===== src/rtl/counter_pkg.sv =====
// Shared constants and helpers for the counters library.
package counter_pkg;

  localparam logic DIR_UP = 1'b1;
  localparam logic DIR_DN = 1'b0;

  localparam int DEF_WIDTH  = 4;
  localparam int DEF_MODULO = 16;
  localparam int DEF_WRAP_W = 8;

  // Legal moduli are 2..2^width so that every count value fits in the width.
  function automatic bit modulo_ok(input int width, input int modulo);
    longint unsigned span;
    span = longint'(1) << width;
    return (modulo >= 2) && (longint'(modulo) <= span);
  endfunction

endpackage


===== src/rtl/count_next.sv =====
// Combinational next-count step for updown_mod_counter.
// COUNTER_SAT_EN selects saturate-at-bound instead of wrap-at-bound.
module count_next
  import counter_pkg::*;
#(
  parameter int WIDTH = DEF_WIDTH
) (
  input  logic [WIDTH-1:0] q,
  input  logic             up_dn,
  input  logic [WIDTH-1:0] bound,
  output logic [WIDTH-1:0] q_next,
  output logic             at_bound
);

  always_comb begin
    at_bound = (up_dn == DIR_UP) ? (q == bound) : (q == '0);
    q_next   = q;
    if (at_bound) begin
`ifdef COUNTER_SAT_EN
      q_next = q;
`else
      q_next = (up_dn == DIR_UP) ? '0 : bound;
`endif
    end else begin
      // Off the bound the step cannot overflow WIDTH bits.
      q_next = (up_dn == DIR_UP) ? q + WIDTH'(1) : q - WIDTH'(1);
    end
  end

endmodule


===== src/rtl/updown_mod_counter.sv =====
// Parametrised up/down modulo counter with load, clear, terminal-count pulse
// and saturating rollover tally. COUNTER_SAT_EN makes the count saturate.
module updown_mod_counter
  import counter_pkg::*;
#(
  parameter int WIDTH  = DEF_WIDTH,
  parameter int MODULO = DEF_MODULO,
  parameter int WRAP_W = DEF_WRAP_W
) (
  input  logic              clk,
  input  logic              reset_n,
  input  logic              T,
  input  logic              up_dn,
  input  logic              load,
  input  logic [WIDTH-1:0]  load_val,
  input  logic              clear,
  output logic [WIDTH-1:0]  Q,
  output logic              tc,
  output logic [WRAP_W-1:0] wrap_cnt
);

  generate
    if (!modulo_ok(WIDTH, MODULO)) begin : g_bad_modulo
      $error("updown_mod_counter: MODULO must be in 2..2^WIDTH");
    end
  endgenerate

  // MODULO itself may equal 2^WIDTH, so compare in a WIDTH+1 bit domain.
  localparam logic [WIDTH:0] MOD_X   = (WIDTH + 1)'(MODULO);
  localparam logic [WIDTH:0] BOUND_X = MOD_X - 1'b1;
  localparam logic [WIDTH-1:0] BOUND = BOUND_X[WIDTH-1:0];

  logic [WIDTH-1:0] q_next;
  logic             at_bound;
  logic [WIDTH-1:0] load_clamped;

  assign load_clamped = ({1'b0, load_val} >= MOD_X) ? BOUND : load_val;

  count_next #(.WIDTH(WIDTH)) u_count_next (
    .q        (Q),
    .up_dn    (up_dn),
    .bound    (BOUND),
    .q_next   (q_next),
    .at_bound (at_bound)
  );

  always_ff @(posedge clk or negedge reset_n) begin
    if (!reset_n) begin
      Q        <= '0;
      tc       <= 1'b0;
      wrap_cnt <= '0;
    end else if (clear) begin
      Q  <= '0;
      tc <= 1'b0;
    end else if (load) begin
      Q  <= load_clamped;
      tc <= 1'b0;
    end else if (T) begin
      Q  <= q_next;
      tc <= at_bound;
      if (at_bound && (wrap_cnt != '1)) begin
        wrap_cnt <= wrap_cnt + 1'b1;
      end
    end else begin
      tc <= 1'b0;
    end
  end

endmodule

===== config.mk =====
export PLATFORM = sky130hd
export DESIGN_NAME = updown_mod_counter
export DESIGN_NICKNAME = d
export VERILOG_FILES = /design/src/rtl/counter_pkg.sv /design/src/rtl/count_next.sv /design/src/rtl/updown_mod_counter.sv
export SDC_FILE = /design/constraint.sdc
export NUM_CORES = 1
export LEC_CHECK = 0
export BUFFER_PORTS_ARGS = -buffer_cell sky130_fd_sc_hd__buf_2
export CAP_MARGIN = 20
export CORE_AREA = 3 3 45 47
export DETAILED_ROUTE_END_ITERATION = 10
export DIE_AREA = 0 0 48 50
export PLACE_DENSITY = 0.85
export SLEW_MARGIN = 30
export SYNTH_ARGS = -nofsm -noshare
export SYNTH_HDL_FRONTEND = slang
export SYNTH_SLANG_ARGS = --single-unit

===== constraint.sdc =====
create_clock -name clk -period 6.6 [get_ports clk]
set_clock_uncertainty 0.2 [all_clocks]
set_input_delay 0 -clock clk [delete_from_list [all_inputs] [get_ports clk]]
set_output_delay 0 -clock clk [all_outputs]
set_load 0.02 [all_outputs]

== Word level (Yosys, flattened, before mapping) ==
Cells that the tools add are included.

* Register bits: 13
* Input port bits: 10
* Output and inout port bits: 13
* Word-level logic and storage cells: 24

* $add $sub $neg: 3
* Equality and inequality tests: 2
* Multiplexer cells: 10
* Bitwise operators: 2
* Reductions and logical operators: 4

{| class="wikitable"
|+ Operators by type and width
! operator !! count
|-
| 2-to-1 mux 4 bit || 6
|-
| adder 8 x 1 -> 8 bit, second input constant || 1
|-
| != test 8 bit, second input constant || 1
|-
| adder 4 x 1 -> 4 bit, second input constant || 1
|-
| == test 4 bit, second input constant || 1
|-
| logical NOT 4 bit || 1
|-
| 2-to-1 mux 1 bit || 4
|-
| AND reduction 4 bit || 1
|-
| subtractor 4 x 1 -> 4 bit, second input constant || 1
|-
| nonzero test 3 bit || 1
|-
| NOT 1 bit || 2
|-
| logical AND 1 bit || 1
|}

== Depth between registers and ports, before layout ==
Gate-level depths: netlist (run 1).

* Depth in word-level cells: 6
* Mapped depth: 7

== Cells and area by module ==
A second synthesis (run 1) with hierarchy kept.

* Cell total of the unflattened synthesis: 84
* Area total of the unflattened synthesis: 908.4 µm²

{| class="wikitable"
|+ Modules (own cells, without submodules)
! module !! instances !! cells each !! area each (µm²) !! seq. area each (µm²)
|-
| updown_mod_counter || 1 || 56 || 709.4 || 325.3
|-
| count_next || 1 || 28 || 198.9 || 0.0
|}

== Worst setup path after synthesis (run 1) ==
OpenSTA, ideal clock, no wires.

* Path type: register to register
* From: register Q[0]
* To: register wrap_cnt[1]
* Arrival time: 2.004 ns
* Required time: 6.272 ns
* Path slack: 4.269 ns
* Cell stages (with the launch flop): 6
* Buffers on the path: 1
* Cells stage by stage: dfrtp_1 > buf_6 > or4_4 > o22a_4 > nor4_4 > mux2_1

* Longest elaborated chain between the ends: 4
* Elaborated cells on any way between the ends: 5

{| class="wikitable"
|+ Ends and longest elaborated chain
! element !! RTL line !! RTL
|-
| start, declared || updown_mod_counter.sv:17 || <nowiki>output logic [WIDTH-1:0] Q,</nowiki>
|-
| start signal, assigned || updown_mod_counter.sv:56 || <nowiki>Q <= load_clamped;</nowiki>
|-
| start signal, assigned || updown_mod_counter.sv:59 || <nowiki>Q <= q_next;</nowiki>
|-
| == test 4 bit / logical NOT 4 bit (equally long branches) || count_next.sv:16 || <nowiki>at_bound = (up_dn == DIR_UP) ? (q == bound) : (q == '0);</nowiki>
|-
| 2-to-1 mux 1 bit (*) || count_next.sv:16 ||
|-
| logical AND 1 bit (*) || updown_mod_counter.sv:61 || <nowiki>if (at_bound && (wrap_cnt != '1)) begin</nowiki>
|-
| AND reduction 4 bit (no line) (*) || -- ||
|-
| end signal, assigned || updown_mod_counter.sv:62 || <nowiki>wrap_cnt <= wrap_cnt + 1'b1;</nowiki>
|-
| end, declared || updown_mod_counter.sv:19 || <nowiki>output logic [WRAP_W-1:0] wrap_cnt</nowiki>
|}

Mark *: on every way between the ends. The rest lies on a longest branch, timed or not.
A chain may end at the register's enable or synchronous reset.

== Worst setup path in the final report (run 1) ==
* From: register Q[0]
* To: register Q[1]

* Longest elaborated chain between the ends: 6
* Elaborated cells on any way between the ends: 10

{| class="wikitable"
|+ Ends and longest elaborated chain
! element !! RTL line !! RTL
|-
| subtractor 4 x 1 -> 4 bit (tied with other cells) || count_next.sv:26 || <nowiki>q_next = (up_dn == DIR_UP) ? q + WIDTH'(1) : q - WIDTH'(1);</nowiki>
|-
| 2-to-1 mux 4 bit / 2-to-1 mux 1 bit (equally long branches) || count_next.sv:26, count_next.sv:16 ||
|-
| 2-to-1 mux 4 bit (*) || count_next.sv:18 || <nowiki>if (at_bound) begin</nowiki>
|-
| 2-to-1 mux 4 bit (*) || updown_mod_counter.sv:58 || <nowiki>end else if (T) begin</nowiki>
|-
| 2-to-1 mux 4 bit (*) || updown_mod_counter.sv:55 || <nowiki>end else if (load) begin</nowiki>
|-
| 2-to-1 mux 4 bit (*) || updown_mod_counter.sv:52 || <nowiki>end else if (clear) begin</nowiki>
|}

Mark *: on every way between the ends. The rest lies on a longest branch, timed or not. The select of a mux whose other input is x is not followed.

==> results of run 1 <==
cells in the mapped netlist:
cell,number
a21oi_1,8
nor4b_1,1
mux2_2,1
fa_1,1
dfrtp_1,13
o21ai_0,1
ha_1,3
mux2i_1,1
mux2_1,1
nand2b_1,1
xor2_1,6
o211a_1,1
a41oi_1,1
or4_4,1
inv_1,5
xnor2_1,1
clkbuf_1,2
nor3b_1,5
o22a_4,1
nand3_1,3
o2111ai_1,1
buf_6,1
buf_2,1
o211ai_1,1
nand4_1,1
o21bai_1,1
nor3_1,6
nor2_1,7
a41o_1,1
nand2_1,5
nor4_4,1
o31a_1,1
o221ai_1,1
a311o_1,1
a21o_1,1
power by group through the flow:
stage / Sequential, mW / Combinational (mW) / Clock (mW)
after floorplan: 0.110 / 0.0336 / 0
after global placement: 0.101 / 0.0606 / 0
after detailed placement: 0.102 / 0.0612 / 0
after CTS: 0.100 / 0.0678 / 0.0497
after global routing: 0.103 / 0.0744 / 0.0515
final: 0.100 / 0.0677 / 0.0480
routing by layer:
layer  wire (microns)  up-vias  GRT usage, %
li1                 -      387             -
met1              795      373         20.73
met2              976       23         30.40
met3               96        6         2.555
met4               36        0         8.969
met5                0        -             0
cells by family (layout without fill, tap and decap cells):
kind of cell / count (synthesis) / in the layout
AND/OR/NAND/NOR: 31 / 31
buffers and inverters: 9 / 42
flip-flops: 13 / 13
XOR/XNOR: 7 / 7
multiplexers: 3 / 3
adder cells (fa/ha/maj): 4 / 4
AO/OA/AOI/OAI: 20 / 20
path summary, 6_finish.rpt:
path                        startpoint     endpoint  slack, ns  depth (start not counted)
setup / recovery                  Q[0]         Q[1]       4.16                          7
setup reg to reg                  Q[0]         Q[1]       4.16                          7
hold reg to reg            wrap_cnt[5]  wrap_cnt[5]       0.31                          1
hold / removal                   up_dn           tc       0.03                          3
min in group asynchronous      reset_n         Q[2]       0.61                          3
max in group asynchronous      reset_n  wrap_cnt[3]       5.21                          3
area by class of cell:
cell class                      count  area share [%]
Multi-Input combinational cell     65           44.11
Sequential cell                    13           29.71
Timing Repair Buffer               33           20.11
Clock buffer                        4           2.400
Tap cell                           17           1.943
Inverter                            5           1.714
worst max-delay path: stages, from the launching register on:
cell	delay [ns]
dfrtp_1	0.48
inv_1	0.10
fa_1	0.51
a41o_1	0.22
nand2_1	0.06
o221ai_1	0.11
a21oi_1	0.15
dlygate4sd3_1	0.56
repair_timing:
item / in CTS / in global routing
endpoints found under the hold margin: 20 / 0
hold buffers: 11 / 0
resized for setup: 0 / 0
flip-flops by register name, indices dropped and copies added, names as in the netlist:
| name | cells |
|---|---|
| tc | 1 |
| wrap_cnt | 8 |
| Q | 4 |
==> qor.yml, run 1 <==
cells_and_area:
  final_cell_area_sq_um: 1095
  fin_cells: 137
  final_cell_mix: "buf_2, dfrtp_1, dlygate4sd3_1"
  n_antenna_cell: 0
  n_fill_cell: 133
  nets: 135
  utilization_pct: 64.81
  multi_input_area_sq_um: 483.0
  regArea_sq_um: 325.3
  drive_gt1_share_pct: 24.17
  synthToLayoutAreaGrowth_pct: 28.68
  mostFrequentLayoutCell: "buf_2"
die:
  die_area_sq_um: 2400
  die_w_microns: 48
  die_h_microns: 50
  io_pins: 23
  row_count: 15
  core_sq_um: 1689
  start_util_pct: 50.37
yosys:
  synth.avg_cell_area_sq_um: 9.779
  synth_top_family_by_area: "simple AND/OR/NAND/NOR gates"
  synth_top_area_share_pct: 38.24
  ys_top_cells_by_area: "dfrtp_1, xor2_1, a21oi_1, ha_1, nor3b_1"
  synth_mux_area_share_pct: 3.824
  yosys.area.top_type: "dfrtp_1"
  ys_seq_area_share_pct: 38.24
  synth_compound_area_share_pct: 17.65
  synth_cells: 87
  synthAdderAreaFrac_pct: 6.765
  synth_xor_area_share_pct: 7.206
  yosys.area_share.simple_pct: 21.32
  synth_warnings: 0
  syn_nets: 101
  syn_area_sq_um: 850.8
  ys_seq_elements: 13
  synth.distinct_cells: 35
clock_tree:
  cts_tree: "done"
  numCtsBuffers: 3
  clockRootBuffer: "clkbuf_4"
  cts_buffer_depth: 2
  clk_transition_reported_paths_ns: 0.08
  clock_sinks: 13
  clk_latency_ns: 0.27
  htree_levels: 1
  post_cts_buffers: 0
timing:
  maxSlewViolCount: 0
  max_freq_mhz: 409.6
  tightest_slew_ns: 0.5854
  holdWs_ns: 0.02932
  relSlewSlack_pct: 60.85
  rsz0062_at_grt: "no"
  hold_violations: 0
  finalSetupViolations: 0
  finalWorstPathRequiredPeriod_ns: 2.442
  fin_tns_setup_ns: 0
  fin_ws_ns: 4.158
  fin_crit_sh_pct: 36.99
global_routing:
  grt_max_degree: 14
  grt_pass1_wl_microns: 3091
  grt_util_all_layers_pct: 17.96
  grt_pass1_vias: 763
  globalRoute.totalOverflow: 0
  antenna_found_initial: 0
critical_path:
  critPathArrivalTime_ns: 2.46
  start_kind: "register"
  endpoint_kind: "register"
  crit_type: "reg -> reg"
  critical_path_required_ns: 6.62
  critPathMaxFanout: 8
placed_design:
  place.gp.congestion: 0.8446
  postPlaceCellArea_sq_um: 958.4
  pre_cts_ws_ns: 4.325
  portBuffers: 22
  post-dp-hpwl_microns: 1324
  place_inst: 122
pwr:
  netSwitchingFraction_pct: 33.80
  seq_power_share_pct: 46.4
  combPwrFrac_pct: 31.4
  p_per_area_nw_per_um2: 197.2
  power.switching_mw: 0.07299
  irDropWorstVdd_mv: 0.1963
  p_leak_nw: 0.5444
  power.internal_mw: 0.1429
  fin_total_pwr_mw: 0.2159
  p_clk_share_pct: 22.2
drt:
  finalWirelength_microns: 1904
  viasPerCell: 5.759
  drtIter0Drc: 19
  wl_per_cell_microns: 13.90
  drc: 0
  via_count: 789
  drt.antenna.violating_nets: 0
  firstDrtPassIters: 4
job:
  maxCapViolCount: 0
hold_path:
  hp-class: "in -> reg"
outcome:
  status: "completed"
Power figures use the tool's default switching activity.
==> inputs of run 2 (changes only) <==
Settings changed: CORE_AREA 3 3 45 47 to 3 3 46 48, DIE_AREA 0 0 48 50 to 0 0 49 51, PLACE_DENSITY 0.85 to 0.82.
Clock period 6.6 ns to 2.4 ns, I/O delays scaled along.
==> run 2 against run 1 <==
  * Final area is 6.5% higher
  * Global-route usage is 0.17 points higher
  * Worst setup slack worse by 4.1 ns
  * Non-clock buffer count is 6 higher
  * Sequential share of layout area is 1.8 points lower
  * First-iteration DRC count is 42% lower
  * Flip-flop and latch count stayed put
  * Power grew to 2.8 times the previous value
  * Critical path depth stayed put
  * Register-to-register slack worse by 4.1 ns
  * Critical endpoint is now Q[0]
  * Largest power group unchanged
  * Highest routed layer unchanged
==> qor.yml, run 2 (synthesized netlist as in run 1, its figures left out) <==
outcome:
  status: "completed"
die:
  start_util_pct: 48.75
  core_sq_um: 1745
  die_h_microns: 51
  die_area_sq_um: 2499
  io_pins: 23
  die_w_microns: 49
  row_count: 15
cells_and_area:
  largest_reg_flops: 8
  synthToLayoutAreaGrowth_pct: 37.06
  utilization_pct: 66.81
  n_antenna_cell: 0
  n_fill_cell: 137
  regMostFlops: "wrap_cnt"
  mostFrequentLayoutCell: "buf_2"
  final_cell_mix: "buf_2, dfrtp_1, dlygate4sd3_1"
  drive_gt1_share_pct: 28.57
  reg_top3: "wrap_cnt (8), Q (4), tc (1)"
  nets: 141
global_routing:
  grt_max_degree: 14
  grt_pass1_vias: 810
  grt_util_all_layers_pct: 18.13
  antenna_found_initial: 0
  globalRoute.totalOverflow: 0
  grt_pass1_wl_microns: 3519
job:
  maxCapViolCount: 0
timing:
  hold_violations: 0
  max_freq_mhz: 423.1
  tightest_slew_ns: 0.5763
  relSlewSlack_pct: 61.46
  maxSlewViolCount: 0
  fin_ws_ns: 0.03655
  fin_crit_sh_pct: 98.48
  finalWorstPathRequiredPeriod_ns: 2.363
  fin_tns_setup_ns: 0
  finalSetupViolations: 0
clock_tree:
  numCtsBuffers: 3
  clk_latency_ns: 0.27
  clk_transition_reported_paths_ns: 0.07
  cts_tree: "done"
  clock_sinks: 13
  clockRootBuffer: "clkbuf_4"
  htree_levels: 1
  cts_buffer_depth: 2
drt:
  drtIter0Drc: 11
  drc: 0
  viasPerCell: 5.384
  drt.antenna.violating_nets: 0
  firstDrtPassIters: 4
  via_count: 813
  wl_per_cell_microns: 13.74
  finalWirelength_microns: 2074
pwr:
  p_leak_nw: 0.5776
  p_per_area_nw_per_um2: 524.0
  irDropWorstVdd_mv: 0.5107
placed_design:
  portBuffers: 22
  post-dp-hpwl_microns: 1365
  place.gp.congestion: 0.8445
  pre_cts_ws_ns: 0.2025
critical_path:
  start_kind: "register"
  endpoint_kind: "register"
  critPathArrivalTime_ns: 2.31
  crit_type: "reg -> reg"
  critical_path_required_ns: 2.35
  critPathMaxFanout: 7
  r2r_setup_slack_ns: 0.04
hold_path:
  hp-class: "in -> reg"
-- run 2: critical path: stages (launching register included) --
cell	delay (ns)
dfrtp_1	0.39
buf_6	0.14
xnor2_2	0.15
nor2_1	0.07
a21oi_1	0.13
dlygate4sd3_1	0.56
nor2_1	0.04
dlygate4sd3_1	0.56
-- run 2: path summary, 6_finish.rpt --
check | start | end | cells after the start
worst max-delay path | Q[0] | Q[0] | 7
worst min-delay path | up_dn | Q[2] | 4
worst max register to register | Q[0] | Q[0] | 7
worst min register to register | wrap_cnt[5] | wrap_cnt[5] | 1
max in group asynchronous | reset_n | wrap_cnt[6] | 3
min in group asynchronous | reset_n | wrap_cnt[3] | 3
-- run 2: power by group --
group	switching (mW)	internal, mW	total (mW)
logic	0.113	0.0966	0.209
clock network	0.0673	0.0643	0.132
registers	0.0272	0.243	0.270
total	0.207	0.404	0.611
-- run 2: through the flow --
step,instances,power [mW],cell area [sq um],hold slack (ns)
3_3_place_gp,133,0.4511,991.0,-0.3058
4_1_cts,149,0.6044,1137,0.02058
3_5_place_dp,133,0.4564,991.0,-0.3009
6_report,151,0.6110,1166,0.007426
5_1_grt,151,0.6556,1166,0.03148
2_1_floorplan,87,0.3950,850.8,-0.4956
-- run 2: final cells by class --
type | instances | area, sq um | share of cell area, %
Clock buffer | 4 | 26.28 | 2.253
Inverter | 5 | 18.77 | 1.609
Multi-Input combinational cell | 65 | 493.0 | 42.27
Sequential cell | 13 | 325.3 | 27.90
Tap cell | 25 | 31.28 | 2.682
Timing Repair Buffer | 39 | 271.5 | 23.28
-- run 2: per-layer routing --
metal	vias to the layer above	global-route usage (%)	share of wire (%)
met5	-	0	0
li1	396	-	-
met1	390	21.83	47
met3	8	3.499	4.1
met4	0	8.531	2.5
met2	19	31.22	47
-- run 2: what timing repair did --
action,4_1_cts,5_1_grt
endpoints found under the hold margin,19,1
gates resized for setup,0,3
hold buffers,12,1
setup buffers,0,2
setup endpoints to repair,0,2
